==> config.mk <==
export PLATFORM = sky130hd
export DESIGN_NAME = mobo_bus_ctrl
export DESIGN_NICKNAME = d
export VERILOG_FILES = /design/src/rtl/mobo_bus_ctrl.sv
export SDC_FILE = /design/constraint.sdc
export NUM_CORES = 1
export LEC_CHECK = 0
export CAP_MARGIN = 20
export CORE_AREA = 2 2 153 155
export CTS_CLUSTER_SIZE = 28
export DETAILED_ROUTE_END_ITERATION = 8
export DIE_AREA = 0 0 155 157
export PLACE_DENSITY = 0.62
export SYNTH_ARGS = -nofsm -noshare
export SYNTH_HDL_FRONTEND = slang
export SYNTH_SLANG_ARGS = --single-unit
==> constraint.sdc <==
create_clock -name clk -period 6 [get_ports clk]
set_clock_uncertainty 0.05 [all_clocks]
set_input_delay 1.8 -clock clk [delete_from_list [all_inputs] [get_ports clk]]
set_output_delay 1.8 -clock clk [all_outputs]
set_load 0.01 [all_outputs]
==> src/rtl/mobo_bus_ctrl.sv <==
// Motherboard bus controller: decodes CPU requests onto the RAM/VGA shared bus,
// runs the ctrl/stat handshake with the selected device and reports completion.
module mobo_bus_ctrl #(
  parameter int WORD_WIDTH = 32
) (
  input  logic                  clk,
  input  logic                  rst,
  input  logic [WORD_WIDTH-1:0] cpu_ctrl,
  output logic [WORD_WIDTH-1:0] cpu_stat,
  input  logic [WORD_WIDTH-1:0] cpu_addr,
  input  logic [WORD_WIDTH-1:0] cpu_wdata,
  output logic [WORD_WIDTH-1:0] cpu_rdata,
  output logic [WORD_WIDTH-1:0] ram_ctrl,
  input  logic [WORD_WIDTH-1:0] ram_stat,
  output logic [WORD_WIDTH-1:0] vga_ctrl,
  input  logic [WORD_WIDTH-1:0] vga_stat,
  output logic [WORD_WIDTH-1:0] addr,
  output logic [WORD_WIDTH-1:0] data_out,
  input  logic [WORD_WIDTH-1:0] data_in,
  output logic [2:0]            dbg_state
);

  // Handshake: a device ctrl word is held non-zero until that device's stat
  // bit1 (DONE) is sampled high; the CPU holds cpu_ctrl until it sees DONE in
  // cpu_stat and then drops it to 0 to release the controller.
  typedef enum logic [2:0] {
    S_IDLE   = 3'd0,
    S_RAM_RD = 3'd1,
    S_RAM_WR = 3'd2,
    S_VGA_RD = 3'd3,
    S_VGA_WR = 3'd4,
    S_ERR    = 3'd5,
    S_DONE   = 3'd6
  } state_t;

  localparam logic [WORD_WIDTH-1:0] CMD_RD   = WORD_WIDTH'(1);
  localparam logic [WORD_WIDTH-1:0] CMD_WR   = WORD_WIDTH'(2);
  localparam logic [WORD_WIDTH-1:0] ST_IDLE  = WORD_WIDTH'(0);
  localparam logic [WORD_WIDTH-1:0] ST_BUSY  = WORD_WIDTH'(1);
  localparam logic [WORD_WIDTH-1:0] ST_DONE  = WORD_WIDTH'(2);
  localparam logic [WORD_WIDTH-1:0] ST_DERR  = WORD_WIDTH'(6);

  state_t                state_q, state_d;
  logic [WORD_WIDTH-1:0] cpu_stat_q, cpu_stat_d;
  logic [WORD_WIDTH-1:0] cpu_rdata_q, cpu_rdata_d;
  logic [WORD_WIDTH-1:0] ram_ctrl_q, ram_ctrl_d;
  logic [WORD_WIDTH-1:0] vga_ctrl_q, vga_ctrl_d;
  logic [WORD_WIDTH-1:0] addr_q, addr_d;
  logic [WORD_WIDTH-1:0] data_out_q, data_out_d;

  logic                  is_ram, is_vga, is_rd, start;
  logic [WORD_WIDTH-1:0] local_addr;
  logic                  unused_stat;

  assign is_ram = (cpu_addr[31:20] == 12'h000);
  assign is_vga = (cpu_addr[31:16] == 16'h8000);
  assign is_rd  = cpu_ctrl[0];
  assign start  = cpu_ctrl[0] | cpu_ctrl[1];
  assign unused_stat = ^{ram_stat[WORD_WIDTH-1:2], ram_stat[0],
                         vga_stat[WORD_WIDTH-1:2], vga_stat[0]};

  always_comb begin
    local_addr = '0;
    if (is_ram)      local_addr = cpu_addr;
    else if (is_vga) local_addr = {16'h0000, cpu_addr[15:0]};
  end

  always_comb begin
    state_d     = state_q;
    cpu_stat_d  = cpu_stat_q;
    cpu_rdata_d = cpu_rdata_q;
    ram_ctrl_d  = ram_ctrl_q;
    vga_ctrl_d  = vga_ctrl_q;
    addr_d      = addr_q;
    data_out_d  = data_out_q;
    case (state_q)
      S_IDLE: begin
        if (start) begin
          cpu_stat_d = ST_BUSY;
          addr_d     = local_addr;
          data_out_d = cpu_wdata;
          if (is_ram) begin
            state_d    = is_rd ? S_RAM_RD : S_RAM_WR;
            ram_ctrl_d = is_rd ? CMD_RD : CMD_WR;
          end else if (is_vga) begin
            state_d    = is_rd ? S_VGA_RD : S_VGA_WR;
            vga_ctrl_d = is_rd ? CMD_RD : CMD_WR;
          end else begin
            state_d = S_ERR;
          end
        end
      end
      S_RAM_RD, S_RAM_WR: begin
        if (ram_stat[1]) begin
          ram_ctrl_d = '0;
          cpu_stat_d = ST_DONE;
          if (state_q == S_RAM_RD) cpu_rdata_d = data_in;
          state_d = S_DONE;
        end
      end
      S_VGA_RD, S_VGA_WR: begin
        if (vga_stat[1]) begin
          vga_ctrl_d = '0;
          cpu_stat_d = ST_DONE;
          if (state_q == S_VGA_RD) cpu_rdata_d = data_in;
          state_d = S_DONE;
        end
      end
      S_ERR: begin
        cpu_stat_d = ST_DERR;
        state_d    = S_DONE;
      end
      S_DONE: begin
        if (cpu_ctrl == '0) begin
          cpu_stat_d = ST_IDLE;
          state_d    = S_IDLE;
        end
      end
      default: state_d = S_IDLE;
    endcase
  end

  always_ff @(posedge clk or posedge rst) begin
    if (rst) begin
      state_q     <= S_IDLE;
      cpu_stat_q  <= '0;
      cpu_rdata_q <= '0;
      ram_ctrl_q  <= '0;
      vga_ctrl_q  <= '0;
      addr_q      <= '0;
      data_out_q  <= '0;
    end else begin
      state_q     <= state_d;
      cpu_stat_q  <= cpu_stat_d;
      cpu_rdata_q <= cpu_rdata_d;
      ram_ctrl_q  <= ram_ctrl_d;
      vga_ctrl_q  <= vga_ctrl_d;
      addr_q      <= addr_d;
      data_out_q  <= data_out_d;
    end
  end

  assign cpu_stat  = cpu_stat_q;
  assign cpu_rdata = cpu_rdata_q;
  assign ram_ctrl  = ram_ctrl_q;
  assign vga_ctrl  = vga_ctrl_q;
  assign addr      = addr_q;
  assign data_out  = data_out_q;
  assign dbg_state = state_q;

endmodule

==> results of run 1 <==
[power by group]
group | internal, uW | switching, uW
clock network | 364 | 272
registers | 942 | 151
logic | 654 | 519
[logic make-up after synthesis]
group	Yosys count	synth area share
multiplexers	33	0.07416
flip-flops	106	0.5293
XOR/XNOR	1	0.001748
buffers and inverters	116	0.1583
AND/OR/NAND/NOR	215	0.1930
other	1	0.0007483
AO/OA/AOI/OAI	28	0.04270
[routing by layer]
| layer | track usage | wire, um |
|---|---|---|
| met2 | 0.1960 | 6800 |
| met1 | 0.1257 | 5424 |
| met4 | 0.03395 | 193 |
| met3 | 0.05149 | 1425 |
| met5 | 0 | 0 |
[stage by stage]
stage | hold slack (ns) | worst slack, ns | power, uW | utilization
finish | 0.4137 | 2.017 | 2903 | 0.3397
global route | 0.4440 | 1.885 | 3113 | 0.3397
CTS | 0.4214 | 2.020 | 2966 | 0.3397
detailed placement | 0.4044 | 1.629 | 2298 | 0.3260
global placement | 0.3982 | 1.649 | 2282 | 0.3260
floorplan | 0.4546 | 1.361 | 1682 | -
[cell usage after synthesis, drive strengths merged (2+ instances only)]
| cell type | count | area, um^2 |
|---|---|---|
| a21oi | 6 | 33.78 |
| and2 | 12 | 75.07 |
| and3b | 2 | 17.52 |
| buf | 103 | 744.5 |
| clkbuf | 8 | 30.03 |
| dfrtp | 106 | 2653 |
| inv | 5 | 18.77 |
| mux2 | 33 | 371.6 |
| nand2 | 142 | 533.0 |
| nand2b | 2 | 12.51 |
| nand3 | 24 | 120.1 |
| nand4 | 3 | 18.77 |
| nor2 | 8 | 30.03 |
| nor2b | 2 | 20.02 |
| nor3 | 5 | 30.03 |
| nor4 | 12 | 90.09 |
| o211ai | 2 | 15.01 |
| o21ai | 4 | 20.02 |
| o31ai | 3 | 27.52 |
| or3 | 2 | 12.51 |
[cells in the final DEF, fill, tap and decap left out, types with 2 or more instances in the layout]
master	n
nor3_1	4
dfrtp_1	106
o211ai_1	2
clkdlybuf4s50_1	237
a21oi_1	5
nor2_1	8
nand3_1	24
inv_1	4
nand2_1	142
clkbuf_16	9
o31ai_1	2
nor4_1	11
and3b_1	2
nand2b_1	2
o21ai_0	4
and2_1	12
or3_1	2
bufinv_16	2
conb_1	89
buf_4	5
mux2_2	33
nand4_1	3
[worst reg2reg max path, cell delays in order (launching register included)]
cell	delay, ns
dfrtp_1	0.64
or4_2	1.09
buf_4	0.41
and2_1	0.25
[cell type report]
cell class / instances / area share
sequential: 106 / 0.3470
timing repair buffer: 242 / 0.3153
multi-input combinational: 366 / 0.2482
tap: 285 / 0.04665
clock buffer: 10 / 0.02996
clock inverter: 4 / 0.01015
inverter: 5 / 0.002783
[flip-flops by register name, summed over array words and instances, names as in the netlist]
register	flops
addr	32
cpu_stat	3
data_out	32
ram_ctrl	2
cpu_rdata	32
dbg_state	3
vga_ctrl	2
[final timing paths]
kind	start	end	slack, ns	cells after the start
max	cpu_ctrl[0]	addr[29]$_DFFE_PP0P_	2.02	5
min	addr[18]$_DFFE_PP0P_	addr[18]$_DFFE_PP0P_	0.41	2
max reg2reg	dbg_state[0]$_DFFE_PP0P_	addr[29]$_DFFE_PP0P_	3.45	3
min reg2reg	addr[18]$_DFFE_PP0P_	addr[18]$_DFFE_PP0P_	0.41	2
max in group asynchronous	rst	addr[23]$_DFFE_PP0P_	3.35	3
min in group asynchronous	rst	cpu_rdata[3]$_DFFE_PP0P_	1.70	2
==> results by group, run 1 <==
Run status
  – Run status: finished, final reports clean

Clock tree
  – Clock buffer depth: 2
  – Post-CTS Hold Buffers: 0
  – H-Tree Depth: 3
  – Root buffer cell: clkbuf_16
  – Resized cells post-CTS: 0
  – Clk_lat worst skew: 0.35 ns
  – TritonCTS clock tree: built
  – TritonCTS buffer count: 9
  – Clock Pin Slew Worst Setup and Hold Paths: 0.07 ns
  – Post-CTS setup buffer count: 0
  – CTS sink count: 106

Worst setup path
  – Worst EP arrival: 4.17 ns
  – Critical path's top delay family: simple AND/OR/NAND/NOR gates
  – Slowest stage cell on the critical path: or4_2
  – Buf/Inv on CP: 2
  – Crit-path max cell delay: 0.89 ns
  – CP Capture Type: flip-flop
  – CP Max Fanout: 37
  – CP required: 6.19 ns
  – Setup crit start kind: primary input
  – Worst setup path category: primary input to flip-flop
  – Crit-path cells: clkdlybuf4s50_1 > nor2_1 > or4_2 > buf_4 > and2_1

Cells and area
  – Area of the multi-input gates: 1897 um^2
  – Post-Layout Cell Count: 1,018
  – Filler cells: 2,331
  – Final net count: 924
  – N_diodes: 0
  – Layout area overhead: 52.53%
  – Layout cells sized above 1: 0.08322
  – Fin area: 7644 um^2
  – Total area of sequential cells: 2653 um^2

Die
  – Row count: 55
  – Die height: 157 um
  – Core area: 22,500 um^2
  – Num ports: 389
  – Die area: 24,340 um^2
  – Die X: 155 um
  – Initial Util: 0.2227

Timing
  – Endpoints failing setup: 0
  – Post-route minimum period: 3.983 ns
  – RSZ-0062 raised after global routing: false
  – Slew HR: 0.3537
  – Setup TNS: 0 ns
  – Max Transition Viols Final: 0
  – Final Hold Fails: 0
  – Fin crit share: 0.6639
  – Max Clk Rate: 251.1 MHz
  – Worst Tran Pin Value: 0.9694 ns

Synthesis
  – Syn Area/Cell: 10.02 um^2
  – Distinct cell type count after synthesis: 43
  – Post-Syn Area: 5011 um^2
  – Asr flop ratio synth: 1.000
  – Seq/Total Area, Yosys: 0.5293
  – FF+latch count, synth: 106
  – Synthesized instance count: 500
  – EDFF count, synth: 0
  – Synthesis Warnings: 0
  – Main synth FF type: dfrtp_1

Power and ir drop
  – Worst VDD drop: 0.2231 mV
  – Pwr Density: 379.8 nW/um^2
  – Static leakage: 0.003497 uW

Detailed routing
  – Final Routed Wirelength: 13,840 um
  – DRT antenna net count: 0
  – DRT Pass-1 Iters: 4
  – Vias post-DR: 3,985
  – Drt via density: 3.915
  – WL/cell: 13.60 um
  – Remaining DRCs: 0
  – Initial DRC Count: 120

Placed design
  – Port Buffers: 237
  – Area post-placement: 7337 um^2
  – Placed Instances: 1,004
  – Gpl congestion: 0.6972
  – Hpwl dp: 10,220 um

Global routing
  – Total gr overflow: 0
  – Antenna violations before repair: 0
  – GRT Overall Usage: 0.1135
  – First-pass GRT wire length: 21,520 um
  – Maximum number of pins on one net before global-route repair: 54
  – Vias in the first global route: 4,039

Run
  – Maxcap violations: 0

Min path
  – Hold Path Class: flip-flop to flip-flop
Power figures use the tool's default switching activity.
==> run 2: changes to the inputs <==
==> constraint.sdc (replaced) <==
create_clock -name clk -period 4.05 [get_ports clk]
set_clock_uncertainty 0.05 [all_clocks]
set_input_delay 1.215 -clock clk [delete_from_list [all_inputs] [get_ports clk]]
set_output_delay 1.215 -clock clk [all_outputs]
set_load 0.01 [all_outputs]
==> results by group, run 2 (synthesis gave the netlist of run 1 again) <==
Global routing
  – First-pass GRT wire length: 21,240 um
  – Vias in the first global route: 3,991
  – Antenna violations before repair: 1
  – GRT Overall Usage: 0.1131
  – Total gr overflow: 0
  – Maximum number of pins on one net before global-route repair: 68

Die
  – Core area: 22,500 um^2
  – Die height: 157 um
  – Row count: 55
  – Num ports: 389
  – Initial Util: 0.2227
  – Die X: 155 um
  – Die area: 24,340 um^2

Cells and area
  – Final net count: 926
  – Commonest non-fill, non-tap cell in the layout: clkdlybuf4s50_1
  – Commonest cells after routing, fill and taps aside: clkdlybuf4s50_1, nand2_1, dfrtp_1
  – Post-Layout Cell Count: 1,022
  – Layout cells sized above 1: 0.08684
  – N_diodes: 0
  – Fin area: 7661 um^2
  – Layout area overhead: 52.88%

Worst setup path
  – CP required: 2.78 ns
  – Crit-path cells: clkdlybuf4s50_1
  – Critical path depth in cells: 1
  – CP Max Fanout: 22
  – Critical path's top delay family: flip-flops
  – Buf/Inv on CP: 1
  – Setup crit start kind: flip-flop
  – Slowest stage cell on the critical path: dfrtp_1
  – Worst setup path category: flip-flop to output port
  – Crit-path max cell delay: 0.79 ns
  – Reg2reg path depth: 3
  – Worst EP arrival: 1.83 ns
  – CP Capture Type: output port

Clock tree
  – Clock Pin Slew Worst Setup and Hold Paths: 0.07 ns
  – Resized cells post-CTS: 0
  – Root buffer cell: clkbuf_16
  – Clock buffer depth: 2
  – CTS sink count: 106
  – TritonCTS clock tree: built
  – Post-CTS setup buffer count: 0
  – Clk_lat worst skew: 0.35 ns
  – Post-CTS Hold Buffers: 0
  – H-Tree Depth: 3
  – TritonCTS buffer count: 9

Detailed routing
  – Vias post-DR: 4,051
  – Drt via density: 3.964
  – WL/cell: 13.73 um
  – Initial DRC Count: 164
  – DRT Pass-1 Iters: 4
  – DRT antenna net count: 0
  – Remaining DRCs: 0
  – Final Routed Wirelength: 14,030 um

Run status
  – Run status: finished, final reports clean

Timing
  – RSZ-0062 raised after global routing: false
  – Fin crit share: 0.7642
  – Max Clk Rate: 323.1 MHz
  – Post-route minimum period: 3.095 ns
  – Final Hold Fails: 0
  – Endpoints failing setup: 0
  – Setup TNS: 0 ns
  – Max Transition Viols Final: 0
  – Slew HR: 0.4104
  – Worst Tran Pin Value: 0.8843 ns

Power and ir drop
  – Pwr Density: 556.9 nW/um^2
  – Worst VDD drop: 0.2595 mV
  – Static leakage: 0.003495 uW

Placed design
  – Port Buffers: 237
  – Placed Instances: 1,006
  – Area post-placement: 7366 um^2
  – Gpl congestion: 0.7014
  – Hpwl dp: 10,370 um

Min path
  – WHS Path Cells: 2
  – Hold Path Class: flip-flop to flip-flop

Run
  – Maxcap violations: 0
## run 2: changes by cell type in the layout (fill, tap and decap cells not counted)
| cell | change |
|---|---|
| clkinv_4 | -1 |
| buf_4 | +1 |
| clkinvlp_4 | +3 |
| clkbuf_1 | +1 |
| buf_12 | +1 |
| bufinv_16 | -1 |
| inv_4 | -1 |
| inv_6 | +1 |
## run 2: final cells by class
class / instances / area [um^2]
Fill cell: 2308 / 14840
Multi-Input combinational cell: 366 / 1897
Tap cell: 285 / 356.6
Sequential cell: 106 / 2653
Clock buffer: 11 / 232.7
Inverter: 5 / 22.52
Clock inverter: 5 / 62.56
Timing Repair Buffer: 244 / 2437
## run 2: power breakdown
part | internal [uW] | switching (uW)
Sequential | 1390 | 229
Clock | 485 | 411
Combinational | 977 | 770
## run 2: worst paths after layout
check	endpoint	startpoint	slack [ns]
setup / recovery	dbg_state[0]	dbg_state[0]$_DFFE_PP0P_	0.95
hold / removal	addr[11]$_DFFE_PP0P_	addr[11]$_DFFE_PP0P_	0.42
setup reg to reg	addr[30]$_DFFE_PP0P_	dbg_state[0]$_DFFE_PP0P_	1.80
hold reg to reg	addr[11]$_DFFE_PP0P_	addr[11]$_DFFE_PP0P_	0.42
max in group asynchronous	data_out[5]$_DFFE_PP0P_	rst	1.90
min in group asynchronous	data_out[22]$_DFFE_PP0P_	rst	1.30
## run 2: worst register-to-register path: stages (launching register included)
cell     delay (ns)
dfrtp_1        0.63
or4_2          0.75
buf_4          0.32
and2_1         0.39
## run 2: metal layers
metal	vias to the layer above	share of wire	global-route usage
met3	13	0.11	0.05396
met2	192	0.50	0.1989
li1	1928	-	-
met5	-	0.00093	0
met4	2	0.013	0.03483
met1	1916	0.38	0.1201
## run 2: through the flow
stage	hold slack [ns]	total power [uW]	worst slack, ns	utilization
floorplan	0.4546	2492	1.511	-
global placement	0.3981	3392	0.6122	0.3273
detailed placement	0.4051	3417	0.6052	0.3273
CTS	0.4218	4362	0.9271	0.3405
global route	0.4402	4576	0.8461	0.3405
finish	0.4161	4266	0.9548	0.3405
==> RTL change: new RTL, config.mk and constraints of run 2 <==
Add an input register stage for `cpu_ctrl`, `cpu_addr`, `cpu_wdata`, `ram_stat`, `vga_stat` and `data_in`; this delays them by one clock.
--- a/src/rtl/mobo_bus_ctrl.sv
+++ b/src/rtl/mobo_bus_ctrl.sv
@@ -40,6 +40,22 @@
   localparam logic [WORD_WIDTH-1:0] ST_DONE  = WORD_WIDTH'(2);
   localparam logic [WORD_WIDTH-1:0] ST_DERR  = WORD_WIDTH'(6);
 
+  logic [WORD_WIDTH-1:0] cpu_ctrl_q;
+  logic [WORD_WIDTH-1:0] cpu_addr_q;
+  logic [WORD_WIDTH-1:0] cpu_wdata_q;
+  logic [WORD_WIDTH-1:0] ram_stat_q;
+  logic [WORD_WIDTH-1:0] vga_stat_q;
+  logic [WORD_WIDTH-1:0] data_q;
+
+  always_ff @(posedge clk) begin
+    cpu_ctrl_q  <= cpu_ctrl;
+    cpu_addr_q  <= cpu_addr;
+    cpu_wdata_q <= cpu_wdata;
+    ram_stat_q  <= ram_stat;
+    vga_stat_q  <= vga_stat;
+    data_q      <= data_in;
+  end
+
   state_t                state_q, state_d;
   logic [WORD_WIDTH-1:0] cpu_stat_q, cpu_stat_d;
   logic [WORD_WIDTH-1:0] cpu_rdata_q, cpu_rdata_d;
@@ -52,17 +68,17 @@
   logic [WORD_WIDTH-1:0] local_addr;
   logic                  unused_stat;
 
-  assign is_ram = (cpu_addr[31:20] == 12'h000);
-  assign is_vga = (cpu_addr[31:16] == 16'h8000);
-  assign is_rd  = cpu_ctrl[0];
-  assign start  = cpu_ctrl[0] | cpu_ctrl[1];
-  assign unused_stat = ^{ram_stat[WORD_WIDTH-1:2], ram_stat[0],
-                         vga_stat[WORD_WIDTH-1:2], vga_stat[0]};
+  assign is_ram = (cpu_addr_q[31:20] == 12'h000);
+  assign is_vga = (cpu_addr_q[31:16] == 16'h8000);
+  assign is_rd  = cpu_ctrl_q[0];
+  assign start  = cpu_ctrl_q[0] | cpu_ctrl_q[1];
+  assign unused_stat = ^{ram_stat_q[WORD_WIDTH-1:2], ram_stat_q[0],
+                         vga_stat_q[WORD_WIDTH-1:2], vga_stat_q[0]};
 
   always_comb begin
     local_addr = '0;
-    if (is_ram)      local_addr = cpu_addr;
-    else if (is_vga) local_addr = {16'h0000, cpu_addr[15:0]};
+    if (is_ram)      local_addr = cpu_addr_q;
+    else if (is_vga) local_addr = {16'h0000, cpu_addr_q[15:0]};
   end
 
   always_comb begin
@@ -78,7 +94,7 @@
         if (start) begin
           cpu_stat_d = ST_BUSY;
           addr_d     = local_addr;
-          data_out_d = cpu_wdata;
+          data_out_d = cpu_wdata_q;
           if (is_ram) begin
             state_d    = is_rd ? S_RAM_RD : S_RAM_WR;
             ram_ctrl_d = is_rd ? CMD_RD : CMD_WR;
@@ -91,18 +107,18 @@
         end
       end
       S_RAM_RD, S_RAM_WR: begin
-        if (ram_stat[1]) begin
+        if (ram_stat_q[1]) begin
           ram_ctrl_d = '0;
           cpu_stat_d = ST_DONE;
-          if (state_q == S_RAM_RD) cpu_rdata_d = data_in;
+          if (state_q == S_RAM_RD) cpu_rdata_d = data_q;
           state_d = S_DONE;
         end
       end
       S_VGA_RD, S_VGA_WR: begin
-        if (vga_stat[1]) begin
+        if (vga_stat_q[1]) begin
           vga_ctrl_d = '0;
           cpu_stat_d = ST_DONE;
-          if (state_q == S_VGA_RD) cpu_rdata_d = data_in;
+          if (state_q == S_VGA_RD) cpu_rdata_d = data_q;
           state_d = S_DONE;
         end
       end
@@ -111,7 +127,7 @@
         state_d    = S_DONE;
       end
       S_DONE: begin
-        if (cpu_ctrl == '0) begin
+        if (cpu_ctrl_q == '0) begin
           cpu_stat_d = ST_IDLE;
           state_d    = S_IDLE;
         end
Formal check against the unedited RTL: not equivalent (Yosys sat finds a counterexample within 4 cycles, from zero or initial values and one cycle with rst high).
==> RTL change against run 2 <==
- total power is 17% higher
- setup slack better by 0.036 ns
- hold slack worse by 0.054 ns
- first-iteration DRC count is 1.2% lower
- sequential power is 55% higher
- synthesized area is 51% higher
- final cell count is 12% higher
- sequential share of layout area is 15 points higher
- design area is 40% higher
- sequential cell count is 130 higher
- wire length is 13% higher
- largest power group is now registers
==> RTL change: results (changes against run 2) <==
status finished clean; number of CTS-inserted buffers 24 (+15); Int Pwr 3920 uW (+37%); Worst slew margin 0.353 (-0.0579); vias in the first global route 4636 (+16%); Max Root-Sink Buffers 3 (+1); placed cell areas 9920 um^2 (+35%); Comb pwr share 0.078 (-0.331); H-tree Lvls 1 (-2); HPWL after detailed placement 11100 um (+7.1%); Synth area leaders dfrtp_1 35%, dfxtp_1 34%, buf_4 8.8%; initial drt markers 162 (-1.2%); post-synthesis adder-cell area fraction 0 (unchanged); share of the synthesized area in the top cell type 0.350 (-0.179); delay of the slowest critical-path stage 0.65 ns (-0.14 ns); Hold Crit Class reg2reg; Resize count post-CTS 0 (unchanged); layout cells sized above 1 0.0998 (+0.0129); GPL Wtd Cong 0.746 (+6.4%); routed wire length 15900 um (+13%); Post-CTS Setup Repair Bufs 0 (unchanged); Vias/cell 4.09 (+3.2%); Mapped Cells 599 (+20%); Clk. pwr 2090 uW (+130%); pin count of the biggest net entering global routing 107 (+57%); complex-gate fraction of the synthesized area 0.0484 (+0.00573); CTS Root Cell clkbuf_16; critical path's top delay family buffers and inverters; Netlist cell types 45 (+4.7%); GR Util All Layers 0.126 (+0.0132); sequential share of the synthesized area 0.694 (+0.165); Setup WS pre-CTS 1.52 ns (+0.911 ns); asr flop ratio synth 0.449 (-0.551); Net count, final 1038 (+12%); # port buffers 237 (unchanged); top cells by count, synth 130 x dfxtp_1, 114 x nand2_1, 106 x dfrtp_1; Leak Pwr 0.00487 uW (+39%); Combinational Power 391 uW (-78%); Skew-Pair Late Insertion Delay 0.51 ns (+0.16 ns); crit path max fanout 16 (-27%); fill count 2071 (-10%); antenna violations before repair 0 (-1); first-pass GRT wire length 24700 um (+16%); mux contribution to synthesized area 0.0502 (-0.0239); Synth warnings 0 (unchanged); XOR/XNOR Fraction of Synth Area 0.00116 (-0.000591); peak supply drop 0.000286 V (+10%); Reg clk slew, reported paths 0.06 ns; Worst Path Arrival 1.79 ns (-0.04 ns); n_diodes 0 (unchanged); Worst path slowest cell clkdlybuf4s50_1; fin cells 1147 (+12%); TritonRoute pass-1 iters 4 (unchanged)
RTL change: worst paths after layout:
| check | from | end | slack (ns) | depth (start not counted) |
|---|---|---|---|---|
| min reg2reg | cpu_wdata_q[22] | data_out[22] | 0.36 | 2 |
| min in group asynchronous | rst | cpu_rdata[3] | 1.14 | 3 |
| max in group asynchronous | rst | cpu_rdata[1] | 2.28 | 3 |
| max | dbg_state[0] | dbg_state[0] | 0.99 | 1 |
| max reg2reg | dbg_state[0] | cpu_rdata[9] | 1.77 | 3 |
| min | cpu_wdata_q[22] | data_out[22] | 0.36 | 2 |
RTL change: metal layers:
metal,track usage,up-vias,wire length [um]
met3,0.0531,34,1720
met5,0,-,0
met1,0.145,2152,6210
met4,0.0437,0,413
li1,-,2266,-
met2,0.212,241,7540
RTL change: final cells by class:
class	instances	area [um^2]	area share
multi-input cells	336	1880	0.176
well taps	285	357	0.0334
inverters	6	26.3	0.00246
clock buffers	34	711	0.0665
clock inverters	10	53.8	0.00503
repair buffers	240	2410	0.225
flip-flops and latches	236	5260	0.492
